$ cat src/rtl/dm_pkg.sv
// Shared definitions for the Debug Module register front-end: register map,
// abstract-command error codes, FSM states and register layouts.
package dm_pkg;

   localparam logic [6:0] DM_DATA0      = 7'h04;
   localparam logic [6:0] DM_DMCONTROL  = 7'h10;
   localparam logic [6:0] DM_DMSTATUS   = 7'h11;
   localparam logic [6:0] DM_HARTINFO   = 7'h12;
   localparam logic [6:0] DM_ABSTRACTCS = 7'h16;
   localparam logic [6:0] DM_COMMAND    = 7'h17;

   localparam logic [1:0] DMI_OP_READ  = 2'd1;
   localparam logic [1:0] DMI_OP_WRITE = 2'd2;

   typedef enum logic [2:0] {
      CMDERR_NONE       = 3'd0,
      CMDERR_BUSY       = 3'd1,
      CMDERR_NOTSUP     = 3'd2,
      CMDERR_EXCEPTION  = 3'd3,
      CMDERR_HALTRESUME = 3'd4
   } cmderr_e;

   typedef enum logic [1:0] {
      ABS_IDLE,
      ABS_CHECK,
      ABS_REQ,
      ABS_DONE
   } abs_state_e;

   typedef struct packed {
      logic        haltreq;
      logic        resumereq;
      logic [27:0] rsv;
      logic        ndmreset;
      logic        dmactive;
   } dmcontrol_t;

   typedef struct packed {
      logic [2:0]  rsv0;
      logic [4:0]  progbufsize;
      logic [10:0] rsv1;
      logic        busy;
      logic        rsv2;
      cmderr_e     cmderr;
      logic [3:0]  rsv3;
      logic [3:0]  datacount;
   } abstractcs_t;

   typedef struct packed {
      logic [7:0]  cmdtype;
      logic        rsv;
      logic [2:0]  aarsize;
      logic        aarpostincrement;
      logic        postexec;
      logic        transfer;
      logic        write;
      logic [15:0] regno;
   } ar_cmd_t;

   // GPRs x0..x31 live at abstract register numbers 0x1000..0x101F.
   function automatic logic regno_is_gpr(input logic [15:0] regno);
      return regno[15:5] == 11'h080;
   endfunction

endpackage

$ cat src/rtl/dm_abstract_cmd.sv
// Access-register abstract command engine: validates the latched command,
// drives the GPR request port and reports errors / read data back.
module dm_abstract_cmd
   import dm_pkg::*;
#(
   parameter int XLEN       = 32,
   parameter int AR_TIMEOUT = 255
) (
   input  logic            clk,
   input  logic            rst_n,
   input  logic            dm_active,
   input  logic            cmd_start,
   input  ar_cmd_t         cmd_word,
   input  logic [XLEN-1:0] data0,
   input  logic            hart_halted,
   input  logic            ar_ack,
   input  logic [XLEN-1:0] ar_rdata,
   output abs_state_e      state,
   output logic            err_set,
   output cmderr_e         err_code,
   output logic            data0_we,
   output logic [XLEN-1:0] data0_wdata,
   output logic            ar_req,
   output logic            ar_write,
   output logic [4:0]      ar_regno,
   output logic [XLEN-1:0] ar_wdata
);

   localparam int CW = $clog2(AR_TIMEOUT + 1);

   abs_state_e state_q, state_d;
   ar_cmd_t    cmd_q;
   logic [CW-1:0] cnt_q, cnt_d;
   logic       unused_ok;

   always_ff @(posedge clk) begin
      if (!rst_n || !dm_active) begin
         state_q <= ABS_IDLE;
         cnt_q   <= '0;
         cmd_q   <= '0;
      end else begin
         state_q <= state_d;
         cnt_q   <= cnt_d;
         if (cmd_start) cmd_q <= cmd_word;
      end
   end

   // GPR port: ar_req is held until the cycle ar_ack is seen and drops
   // combinationally in that same cycle; ar_ack outside REQ has no effect.
   always_comb begin
      state_d  = state_q;
      cnt_d    = cnt_q;
      err_set  = 1'b0;
      err_code = CMDERR_NONE;
      data0_we = 1'b0;
      ar_req   = 1'b0;
      case (state_q)
         ABS_IDLE: begin
            if (cmd_start) state_d = ABS_CHECK;
         end
         ABS_CHECK: begin
            state_d = ABS_DONE;
            cnt_d   = '0;
            if (cmd_q.cmdtype != 8'd0 || cmd_q.aarsize != 3'd2 ||
                cmd_q.aarpostincrement || cmd_q.postexec) begin
               err_set  = 1'b1;
               err_code = CMDERR_NOTSUP;
            end else if (!hart_halted) begin
               err_set  = 1'b1;
               err_code = CMDERR_HALTRESUME;
            end else if (!cmd_q.transfer) begin
               state_d = ABS_DONE;
            end else if (!regno_is_gpr(cmd_q.regno)) begin
               err_set  = 1'b1;
               err_code = CMDERR_EXCEPTION;
            end else begin
               state_d = ABS_REQ;
            end
         end
         ABS_REQ: begin
            if (ar_ack) begin
               data0_we = !cmd_q.write;
               state_d  = ABS_DONE;
            end else if (cnt_q == CW'(AR_TIMEOUT)) begin
               err_set  = 1'b1;
               err_code = CMDERR_EXCEPTION;
               state_d  = ABS_DONE;
            end else begin
               ar_req = dm_active;
               cnt_d  = cnt_q + CW'(1);
            end
         end
         default: state_d = ABS_IDLE;
      endcase
   end

   assign state       = state_q;
   assign ar_write    = cmd_q.write;
   assign ar_regno    = cmd_q.regno[4:0];
   assign ar_wdata    = data0;
   assign data0_wdata = ar_rdata;
   assign unused_ok   = cmd_q.rsv;

endmodule

$ cat src/rtl/dm_dmi_regs.sv
// Debug Module register file behind the DMI: data0, dmcontrol, dmstatus,
// hartinfo, abstractcs and command, plus hart halt/resume/ndmreset control.
module dm_dmi_regs
   import dm_pkg::*;
#(
   parameter int ABITS      = 7,
   parameter int XLEN       = 32,
   parameter int AR_TIMEOUT = 255
) (
   input  logic             clk,
   input  logic             rst_n,
   input  logic             dmi_start,
   input  logic [1:0]       dmi_op,
   input  logic [ABITS-1:0] dmi_address,
   input  logic [XLEN-1:0]  dmi_data_i,
   output logic [XLEN-1:0]  dmi_data_o,
   output logic             dmi_finish,
   output logic             halt_req,
   output logic             resume_req,
   output logic             ndmreset,
   input  logic             hart_halted,
   output logic             ar_req,
   output logic             ar_write,
   output logic [4:0]       ar_regno,
   output logic [XLEN-1:0]  ar_wdata,
   input  logic             ar_ack,
   input  logic [XLEN-1:0]  ar_rdata
);

   logic            dmi_finish_q;
   logic [XLEN-1:0] dmi_data_q, data0_q, rd_data, data0_wdata;
   logic            dmactive_q, haltreq_q, ndmreset_q, resume_q, resumeack_q;
   cmderr_e         cmderr_q, cmderr_d, err_code;
   abs_state_e      abs_state;
   logic            busy, cmd_start, err_set, data0_we;
   logic            accept, is_rd, is_wr, dmactive_d;
   logic            wr_data0, rd_data0, wr_dmcontrol, wr_abstractcs, wr_command;
   dmcontrol_t      ctl;
   abstractcs_t     acs;
   logic            unused_ok;

   // DMI handshake: a dmi_start seen while no dmi_finish is outstanding is
   // performed that cycle; dmi_finish pulses the next cycle and dmi_data_o
   // holds its value until the next accepted dmi_start.
   assign accept        = dmi_start && !dmi_finish_q;
   assign is_rd         = accept && dmi_op == DMI_OP_READ;
   assign is_wr         = accept && dmi_op == DMI_OP_WRITE;
   assign wr_data0      = is_wr && dmi_address == DM_DATA0;
   assign rd_data0      = is_rd && dmi_address == DM_DATA0;
   assign wr_dmcontrol  = is_wr && dmi_address == DM_DMCONTROL;
   assign wr_abstractcs = is_wr && dmi_address == DM_ABSTRACTCS;
   assign wr_command    = is_wr && dmi_address == DM_COMMAND;

   assign ctl       = dmcontrol_t'(dmi_data_i);
   assign unused_ok = ^ctl.rsv;

   // The DM leaves reset in the same write that sets dmactive, so that write
   // may also carry haltreq/ndmreset.
   assign dmactive_d = wr_dmcontrol ? ctl.dmactive : dmactive_q;
   assign busy       = dmactive_q && abs_state != ABS_IDLE;
   assign cmd_start  = wr_command && dmactive_q && !busy && cmderr_q == CMDERR_NONE;

   always_comb begin
      acs           = '0;
      acs.busy      = busy;
      acs.cmderr    = cmderr_q;
      acs.datacount = 4'd1;
      rd_data       = '0;
      case (dmi_address)
         DM_DATA0:      rd_data = data0_q;
         DM_DMCONTROL:  rd_data = {haltreq_q, 1'b0, 28'b0, ndmreset_q, dmactive_q};
         DM_DMSTATUS:   rd_data = {14'b0, resumeack_q, resumeack_q, 4'b0,
                                   ~hart_halted, ~hart_halted, hart_halted, hart_halted,
                                   1'b1, 3'b0, 4'd2};
         DM_ABSTRACTCS: rd_data = acs;
         default:       rd_data = '0;
      endcase
   end

   // Errors are sticky: a new code only lands while cmderr is clear.
   always_comb begin
      cmderr_d = cmderr_q;
      if (wr_abstractcs) cmderr_d = cmderr_e'(cmderr_q & ~dmi_data_i[10:8]);
      if (cmderr_q == CMDERR_NONE) begin
         if (busy && (wr_command || wr_data0 || rd_data0)) cmderr_d = CMDERR_BUSY;
         else if (err_set) cmderr_d = err_code;
      end
   end

   always_ff @(posedge clk) begin
      if (!rst_n) begin
         dmi_finish_q <= 1'b0;
         dmi_data_q   <= '0;
         data0_q      <= '0;
         dmactive_q   <= 1'b0;
         haltreq_q    <= 1'b0;
         ndmreset_q   <= 1'b0;
         resume_q     <= 1'b0;
         resumeack_q  <= 1'b0;
         cmderr_q     <= CMDERR_NONE;
      end else begin
         dmi_finish_q <= accept;
         if (accept) dmi_data_q <= is_rd ? rd_data : '0;
         dmactive_q <= dmactive_d;
         if (!dmactive_d) begin
            data0_q     <= '0;
            haltreq_q   <= 1'b0;
            ndmreset_q  <= 1'b0;
            resume_q    <= 1'b0;
            resumeack_q <= 1'b0;
            cmderr_q    <= CMDERR_NONE;
         end else begin
            if (wr_dmcontrol) begin
               haltreq_q  <= ctl.haltreq;
               ndmreset_q <= ctl.ndmreset;
            end
            if (wr_dmcontrol && ctl.resumereq && !ctl.haltreq) begin
               resume_q    <= 1'b1;
               resumeack_q <= 1'b0;
            end else if (resume_q && !hart_halted) begin
               resume_q    <= 1'b0;
               resumeack_q <= 1'b1;
            end
            if (data0_we) data0_q <= data0_wdata;
            else if (wr_data0 && !busy) data0_q <= dmi_data_i;
            cmderr_q <= cmderr_d;
         end
      end
   end

   dm_abstract_cmd #(
      .XLEN       (XLEN),
      .AR_TIMEOUT (AR_TIMEOUT)
   ) u_abstract_cmd (
      .clk         (clk),
      .rst_n       (rst_n),
      .dm_active   (dmactive_q),
      .cmd_start   (cmd_start),
      .cmd_word    (ar_cmd_t'(dmi_data_i)),
      .data0       (data0_q),
      .hart_halted (hart_halted),
      .ar_ack      (ar_ack),
      .ar_rdata    (ar_rdata),
      .state       (abs_state),
      .err_set     (err_set),
      .err_code    (err_code),
      .data0_we    (data0_we),
      .data0_wdata (data0_wdata),
      .ar_req      (ar_req),
      .ar_write    (ar_write),
      .ar_regno    (ar_regno),
      .ar_wdata    (ar_wdata)
   );

   assign dmi_finish = dmi_finish_q;
   assign dmi_data_o = dmi_data_q;
   assign halt_req   = haltreq_q && dmactive_q;
   assign ndmreset   = ndmreset_q && dmactive_q;
   assign resume_req = resume_q;

endmodule

$ cat config.mk
export PLATFORM = sky130hd
export DESIGN_NAME = dm_dmi_regs
export DESIGN_NICKNAME = d
export VERILOG_FILES = /design/src/rtl/dm_pkg.sv /design/src/rtl/dm_abstract_cmd.sv /design/src/rtl/dm_dmi_regs.sv
export SDC_FILE = /design/constraint.sdc
export NUM_CORES = 1
export LEC_CHECK = 0
export CELL_PAD_IN_SITES_DETAIL_PLACEMENT = 1
export CELL_PAD_IN_SITES_GLOBAL_PLACEMENT = 2
export CORE_UTILIZATION = 30
export DETAILED_ROUTE_END_ITERATION = 10
export GPL_TIMING_DRIVEN = 0
export PLACE_DENSITY = 0.95
export SLEW_MARGIN = 20
export SYNTH_ARGS = -nofsm -noshare
export SYNTH_HDL_FRONTEND = slang
export SYNTH_SLANG_ARGS = --single-unit
$ cat constraint.sdc
create_clock -name clk -period 3.61 [get_ports clk]
set_clock_uncertainty 0.05 [all_clocks]
set_input_delay 0.361 -clock clk [delete_from_list [all_inputs] [get_ports clk]]
set_output_delay 0.361 -clock clk [all_outputs]
set_load 0.03 [all_outputs]
==> run_results.csv <==
group,metric,value,unit
setup_path,arrival,2310,ps
clocking,h-tree-depth,4,
floorplanning,rows,47,
run,maxCapViolCount,0,
timing,final-setup-viol-count,0,
drt,routed_wl,18.4,mm
timing,worstMarginPinSlew,775,ps
setup_path,end_kind,"output pin",
clocking,root_buffer,"clkbuf_16",
drt,avgRoutedWirePerCell,19.1,um
drt,drcViolationCount,0,
setup_path,crit_path_max_fanout,6,
synthesis,synth-warning-count,0,
cells_and_area,num_antenna_cells,0,
global_route,grt_antenna_before_repair,2,
global_route,track_usage,21.8,%
global_route,grt_pass1_wl,28.9,mm
power_and_ir_drop,power_frac_comb,5.4,%
clocking,cts_tree,"built",
clocking,clock_sinks,114,
timing,finalHoldViolCount,0,
power_and_ir_drop,pwr-share-seq,42.3,%
clocking,cts_buffers,17,
cells_and_area,nets,817,
synthesis,ys_seq_area_share,44.9,%
clocking,cts.clk_slew.worst_paths,50,ps
timing,rsz0062_at_grt,"false",
clocking,ctsLongestPathBuffers,2,
synthesis,netlist_area,5090,um2
synthesis,synthCells,564,
setup_path,crit_type,"reg -> out",
global_route,grt_pass1_vias,5358,
setup_path,max_stage_delay,660,ps
setup_path,path_delay_family,"buffers and inverters",
placed_design,hpwlAfterDp,14.3,mm
placed_design,io_buffers,151,
power_and_ir_drop,swShare,21.0,%
floorplanning,io-pin-count,153,
timing,finalSetupTns,0,ps
global_route,grt_max_degree,17,
floorplanning,core_area,16600,um2
global_route,grt_overflow_total,0,
drt,drtIter0Drc,203,
synthesis,post_synth.cell_area_avg,9.02,um2
placed_design,gp_congestion,0.913,
timing,final_max_slew_viol_count,0,
setup_path,path_cells,"inv_1 > ha_1 > nand2b_1 > o21ba_2 > and2_1 > clkdlybuf4s50_1",
setup_path,critical-path-slowest-cell,"clkdlybuf4s50_1",
floorplanning,initial_utilization,30.7,%
cells_and_area,drive_above_1_share,12.2,%
clocking,clk_latency,410,ps
synthesis,synth-seq-cells,114,
cells_and_area,synthToLayoutAreaGrowth,45.9,%
timing,whs,404,ps
clocking,ctsResizeCount,0,
timing,period_share,75.3,%
synthesis,synth-edff-count,0,
drt,drt_pass1_iterations,5,
synthesis,ys.flop_type,"dfxtp_1",
cells_and_area,utilization,44.8,%
timing,fin_crit,2720,ps
floorplanning,die_h,132,um
power_and_ir_drop,intPower,2360,uW
synthesis,synthArstFlopShare,0,%
floorplanning,die_width,132,um
timing,slew_headroom,47.9,%
synthesis,ys_types,55,
drt,vias_per_cell,5.10,
power_and_ir_drop,p_switching,628,uW
clocking,cts_setup_buffers,0,
clocking,holdBufCountCts,0,
power_and_ir_drop,power_density,402,nW/um2
synthesis,syn_nets,647,
power_and_ir_drop,vdd_drop_max,0.281,mV
setup_path,required,3200,ps
cells_and_area,fill_cells,1920,
setup_path,cp-start-kind,"flop",
floorplanning,dieArea,17500,um2
drt,vias,4926,
power_and_ir_drop,p_leak,0.00262,uW
outcome,status,"completed",
timing,max_clock_freq,368,MHz
drt,ant_nets,0,
setup_path,worstPathBufferInverterCount,2,
power_and_ir_drop,clock_power_share,52.3,%
hold_path,hp-class,"reg -> reg",
==> flip-flops by register name, summed over array words and instances (netlist names) <==
signal                   cells
data0_q                     32
dmi_data_o                  32
u_abstract_cmd.cmd_q        25
u_abstract_cmd.cnt_q         8
u_abstract_cmd.ar_regno      5
cmderr_q                     3
u_abstract_cmd.state         2
dmactive_q                   1
dmi_finish                   1
haltreq_q                    1
ndmreset_q                   1
resume_req                   1
resumeack_q                  1
u_abstract_cmd.ar_write      1
==> synth_stat cells (4+ instances only) <==
cell	count	share of area, %
nor2_1	80	5.9
nand2_1	75	5.5
inv_1	6	0.44
a22oi_1	30	4.4
a22o_1	7	1.2
nor2b_1	4	0.49
ha_1	5	1.2
nor3_1	9	0.89
a211oi_1	7	1.0
mux2i_1	35	6.9
dfxtp_1	114	45
a21oi_1	43	4.2
buf_4	10	1.5
xnor2_1	4	0.69
and2_1	6	0.74
a211oi_2	28	6.9
o21ai_0	8	0.79
nand3_1	10	0.98
clkbuf_1	16	1.2
buf_2	15	1.5
==> power by group through the flow <==
stage | sequential [uW] | clock, uW | combinational (uW)
CTS | 1260 | 1590 | 163
global route | 1260 | 1650 | 171
finish | 1260 | 1560 | 163
floorplan | 1290 | 0 | 38.6
detailed placement | 1290 | 0 | 161
global placement | 1290 | 0 | 159
==> worst paths after layout <==
kind	start	to	slack (ps)	cells after the start
setup / recovery	u_abstract_cmd.state[0]$_SDFFE_PP0P_	ar_req	890	6
hold / removal	u_abstract_cmd.cmd_q[28]$_SDFFE_PP0P_	u_abstract_cmd.cmd_q[28]$_SDFFE_PP0P_	400	2
setup reg to reg	u_abstract_cmd.state[0]$_SDFFE_PP0P_	data0_q[14]$_SDFFE_PN0P_	1200	7
hold reg to reg	u_abstract_cmd.cmd_q[28]$_SDFFE_PP0P_	u_abstract_cmd.cmd_q[28]$_SDFFE_PP0P_	400	2
==> worst reg2reg max path, delay by kind of cell, from the launching register on <==
family	cells	cell delay (ps)
AND/OR/NAND/NOR	1	120
adder cells (fa/ha/maj)	1	250
AO/OA/AOI/OAI	1	120
flip-flops	1	390
buffers and inverters	3	890
multiplexers	1	450
==> layout make-up <==
class / count / area (um2) / area share, %
Buffer: 43 / 226 / 3.05
Clock buffer: 25 / 495 / 6.68
Clock inverter: 5 / 52.6 / 0.708
Inverter: 6 / 22.5 / 0.303
Multi-Input combinational cell: 401 / 2560 / 34.4
Sequential cell: 114 / 2280 / 30.7
Tap cell: 220 / 275 / 3.71
Timing Repair Buffer: 151 / 1510 / 20.4
==> layout by cell type, fill, tap and decap left out, types with 5 or more instances in the layout <==
cell and count:
dfxtp_1 114, and2_1 6, clkbuf_16 17, clkbuf_1 20
nand2_1 75, a22oi_1 30, mux2i_1 35, nor3_1 9
a22o_1 7, buf_4 10, inv_1 6, a21oi_1 43
nand3_1 10, buf_2 15, a211oi_1 7, a211oi_2 28
ha_1 5, nor2_1 80, clkdlybuf4s50_1 151, o21ai_0 8
==> metrics by stage <==
step	cells	cell area, um2	total power [uW]	setup WS, ps
floorplan	564	5090	1330	1620
global placement	935	6870	1450	781
detailed placement	935	6870	1450	670
CTS	965	7420	3010	877
global route	965	7420	3080	772
finish	965	7420	2980	893
==> cells by family (layout without fill, tap and decap cells) <==
group	Yosys count	after routing	share of synthesized area, %
and+or+nand+nor	215	215	19.5
AOI/OAI and AO/OA	138	138	21.2
DFF	114	114	44.9
buffers and inverters	49	230	4.89
muxes	36	36	7.11
xor gates and xnor gates	7	7	1.21
adders and majority gates	5	5	1.23
==> metal layers <==
layer	up-vias	global-route usage, %	part of all wire [%]
met3	31	8.04	7.7
li1	2337	-	-
met2	186	37.1	48
met4	4	7.98	2.1
met1	2368	25.0	42
met5	-	0	0.14
Power figures use the tool's default switching activity.
==> variant 1, RTL diff (same flow settings) <==
The parameter `ABITS` goes from 7 to 14.
--- a/src/rtl/dm_dmi_regs.sv
+++ b/src/rtl/dm_dmi_regs.sv
@@ -3,7 +3,7 @@
 module dm_dmi_regs
    import dm_pkg::*;
 #(
-   parameter int ABITS      = 7,
+   parameter int ABITS      = 14,
    parameter int XLEN       = 32,
    parameter int AR_TIMEOUT = 255
 ) (
Interface: changed (resized dmi_address); port bits go from 153 to 160. The function was not compared with the original's and may differ.
==> variant 1 against the original RTL <==
  * Sequential cell count stayed put
  * Power grew 3.8%
  * Core utilization up 0.63 points
  * Clock power grew 7%
  * Worst setup slack got worse by 0.18 ns
  * Synthesized area is essentially flat
  * Register-to-register slack got worse by 0.38 ns
  * Cell area increased by 1.4%
  * Count of clock-buffer cells in the layout down 6
  * Routed wire length is 3.2% higher
  * Sequential power about the same
  * Global-route usage rose by 0.35 points
  * Worst hold slack worse by 0.065 ns
  * Critical endpoint unchanged
==> variant 1: results (changes against the original RTL) <==
INFO  metric crit_fanout = 10 (+4)
INFO  metric clkLatencyLatePin = 0.43 ns (+0.02 ns)
INFO  metric clkTransAtPathRegs = 0.06 ns
INFO  metric critical_path.max_stage_delay = 0.63 ns (-0.03 ns)
INFO  metric irDropWorstVdd = 0.339 mV (+20%)
INFO  metric hpwlAfterDp = 14.8 mm (+2.9%)
INFO  metric grt_pass1_vias = 5427 (+1.3%)
INFO  metric drt_pre_antenna_iters = 4 (-1)
INFO  metric ctsLongestPathBuffers = 2 (unchanged)
INFO  metric routed_wirelength = 19.0 mm (+3.2%)
INFO  metric drtIter0Drc = 270 (+33%)
INFO  metric vias_per_cell = 5.10 (-0.18%)
INFO  metric grt_antenna_before_repair = 0 (-2)
INFO  metric worst_path_dominant_cell_family = compound AO/OA/AOI/OAI gates
INFO  metric finalWeightedCongestion = 0.838 (-8.3%)
INFO  metric finish.net_count = 839 (+2.7%)
INFO  metric post_route_cells_drive_above_1_share = 9.97% (-2.2 points)
INFO  metric synth_fp_nets = 663 (+2.5%)
INFO  metric crit_slowest_cell = o21bai_1
INFO  metric run_status = finished clean
INFO  metric placement.io_buffers = 157 (+4.0%)
INFO  metric worst_hold_path_depth = 3 (+1)
INFO  metric yosys-top-cells-count = dfxtp_1, nand2_1, nor2_1, a21oi_1, mux2i_1
INFO  metric leakage = 2.62 nW (-0.23%)
INFO  metric grt_pass1_wl = 29.4 mm (+1.8%)
INFO  metric drcViolationCount = 0 (unchanged)
INFO  metric synth.lib_cells_used.distinct = 50 (-9.1%)
INFO  metric yosys-top-cells-area = dfxtp_1, mux2i_1, a211oi_2
INFO  metric placed_cell_areas = 6940 um^2 (+0.91%)
INFO  metric slew_headroom = 39.9% (-8.0 points)
INFO  metric critPathArrivalTime = 2.49 ns (+0.18 ns)
INFO  metric grt.total_usage = 22.2% (+0.35 points)
INFO  metric worstHoldPathType = primary input to flip-flop
INFO  metric ys_seq_area_share = 44.8% (about the same)
INFO  metric dp_slack = 0.266 ns (-0.405 ns)
variant 1: path summary, 6_finish.rpt:
check | startpoint | slack, ns | to
max | u_abstract_cmd.cnt_q[0]$_SDFFE_PP0P_ | 0.71 | ar_req
min reg2reg | u_abstract_cmd.ar_regno[2]$_SDFFE_PP0P_ | 0.41 | u_abstract_cmd.ar_regno[2]$_SDFFE_PP0P_
min | rst_n | 0.34 | u_abstract_cmd.state[1]$_SDFFE_PP0P_
max reg2reg | u_abstract_cmd.state[0]$_SDFFE_PP0P_ | 0.82 | data0_q[16]$_SDFFE_PN0P_
variant 1: layer usage:
metal | GRT usage (%) | vias up | wire length, um
li1 | - | 2397 | -
met4 | 9.45 | 0 | 464
met3 | 6.84 | 32 | 1320
met5 | 0 | - | 0
met2 | 38.2 | 159 | 9230
met1 | 25.3 | 2416 | 7970
variant 1: cells by family (layout without fill, tap and decap cells):
kind of cell             count (synthesis)  after routing  share of synthesized area, %
AND/OR/NAND/NOR                        221            221                          19.7
multiplexers                            36             36                          7.08
flip-flops                             114            114                          44.8
AO/OA/AOI/OAI                          139            139                          21.1
buffers and inverters                   52            241                          5.01
adder cells (fa/ha/maj)                  5              5                          1.23
XOR/XNOR                                 6              6                          1.03
variant 1: report_power, final:
group | leakage [nW] | switching [W] | internal [W] | total (W)
sequential | 0.918 | 0.000000577 | 0.00126 | 0.00126
clock | 0.269 | 0.000630 | 0.00105 | 0.00167
combinational | 1.43 | 0.0000669 | 0.0000951 | 0.000162
total | 2.62 | 0.000697 | 0.00240 | 0.00310
variant 1: through the flow:
stage	std cells	hold WS, ns
after floorplan	573	0.382
after global placement	950	0.391
after detailed placement	950	0.404
after CTS	982	0.327
after global routing	982	0.355
final	982	0.339
variant 1: tightest hold or removal path: stages:
cell and delay [ns]:
clkbuf_1 0.19, nand3_1 0.14, mux2i_1 0.07
variant 1: final cells by class:
class	instances	area [um^2]
fill	1930	9060
multi-input combinational	407	2550
sequential	114	2280
timing repair buffer	157	1570
clock buffer	19	453
tap	220	275
buffer	43	221
clock inverter	13	136
inverter	9	33.8
==> variant 2, RTL diff (config.mk and constraints unchanged) <==
Without the edit above. Make the reset (`rst_n`) asynchronous in one clocked block.
--- a/src/rtl/dm_dmi_regs.sv
+++ b/src/rtl/dm_dmi_regs.sv
@@ -87,7 +87,7 @@
       end
    end
 
-   always_ff @(posedge clk) begin
+   always_ff @(posedge clk or negedge rst_n) begin
       if (!rst_n) begin
          dmi_finish_q <= 1'b0;
          dmi_data_q   <= '0;
Check against the original RTL: differs if rst_n is asserted again (counterexample within 4 cycles, from zero or initial values and one cycle with rst_n low); with rst_n held inactive, the same outputs for 4 cycles.
==> variant 2 against the original RTL <==
  * Cell area increased by 4.4%
  * Synthesized area increased by 5.1%
  * Core utilization shrank 0.12 points
  * Via count decreased by 2.4%
  * Critical path type unchanged
  * Routed wire length decreased by 1.5%
  * Worst setup slack lost 0.15 ns
  * Critical endpoint unchanged
  * Sequential cell count unchanged
  * First-iteration DRC count up 46%
  * Power grew 1.7%
  * Critical path depth is 1 higher
  * Cell count shrank 2.1%
==> variant 2: results (changes against the original RTL) <==
INFO  metric dieArea = 18400 um^2 (+5.0%)
INFO  metric signal_buffer_area_fraction = 22.9% (-0.56 points)
INFO  metric post_route_cells_drive_above_1_share = 12.1% (-0.098 points)
INFO  metric synth-compound-area-share = 20.1% (-1.1 points)
INFO  metric timing.rr.end = data0_q[16]$_DFFE_PN0P_
INFO  metric synth-adder-area-share = 1.17% (-0.059 points)
INFO  metric placed_cell_areas = 7160 um^2 (+4.2%)
INFO  metric synth_mux_area_share = 6.37% (-0.74 points)
INFO  metric vias_per_cell = 5.09 (-0.35%)
INFO  metric grt_max_degree = 52 (+35)
INFO  metric r2r.worst_path.cells = 5 (-2)
INFO  metric groute.layer.met2.usage = 35.2% (-1.9 points)
INFO  metric finalWeightedCongestion = 0.891 (-2.5%)
INFO  metric num_antenna_cells = 2 (+2)
INFO  metric irDropWorstVdd = 0.378 mV (+34%)
INFO  metric gr-usage-met3 = 5.05% (-3.0 points)
INFO  metric ys_seq_area_share = 49.5% (+4.7 points)
INFO  metric worstHoldPathType = primary input to async pin
INFO  metric critical_path.max_stage_delay = 0.61 ns (-0.05 ns)
INFO  metric multiInputCombCellCount = 369 (-8.0%)
INFO  metric hpwlAfterDp = 14.0 mm (-2.2%)
INFO  metric run_status = finished clean
INFO  metric reg2reg_setup_slack = 0.94 ns (-0.26 ns)
INFO  metric met3_length = 984 um (-30%)
INFO  metric fmaxAchievable = 0.348 GHz (-5.3%)
INFO  metric grt_pass1_vias = 5187 (-3.2%)
INFO  metric met1_length = 7.53 mm (-2.4%)
INFO  metric final.clkbuf_count = 21 (-16%)
INFO  metric n_all_inverters = 9 (+3)
INFO  metric yosys-top-cells-area = dfrtp_1, dfxtp_1, a211oi_2
INFO  metric avgSynthCellArea = 10.0 um^2 (+11%)
==> variant 2: cell count changes after synthesis, sizes merged, moves of 4 or more <==
cell / before / now
dfrtp: 0 / 73
dfxtp: 114 / 41
nor2: 80 / 48
a22oi: 30 / 4
a22o: 7 / 21
buf: 26 / 17
nand2: 77 / 86
a21oi: 43 / 35
clkbuf: 17 / 24
o21ai: 9 / 15
a221oi: 0 / 4
==> variant 2: cells by family after synthesis <==
family,count (synthesis)
AO/OA/AOI/OAI,133
XOR/XNOR,6
adder cells (fa/ha/maj),5
buffers and inverters,50
flip-flops,114
multiplexers,34
AND/OR/NAND/NOR,191
==> variant 2: report_power, final <==
part	internal, W	switching [W]
combinational	0.0000931	0.0000846
sequential	0.00127	0.000000835
clock	0.000970	0.000614
total	0.00234	0.000699
==> variant 2: through the flow <==
step | hold WS, ns | util, %
after global routing | 0.389 | 44.6
after floorplan | 0.0154 | -
final | 0.352 | 44.6
after global placement | 0.385 | 41.1
after CTS | 0.349 | 44.6
after detailed placement | 0.250 | 41.3
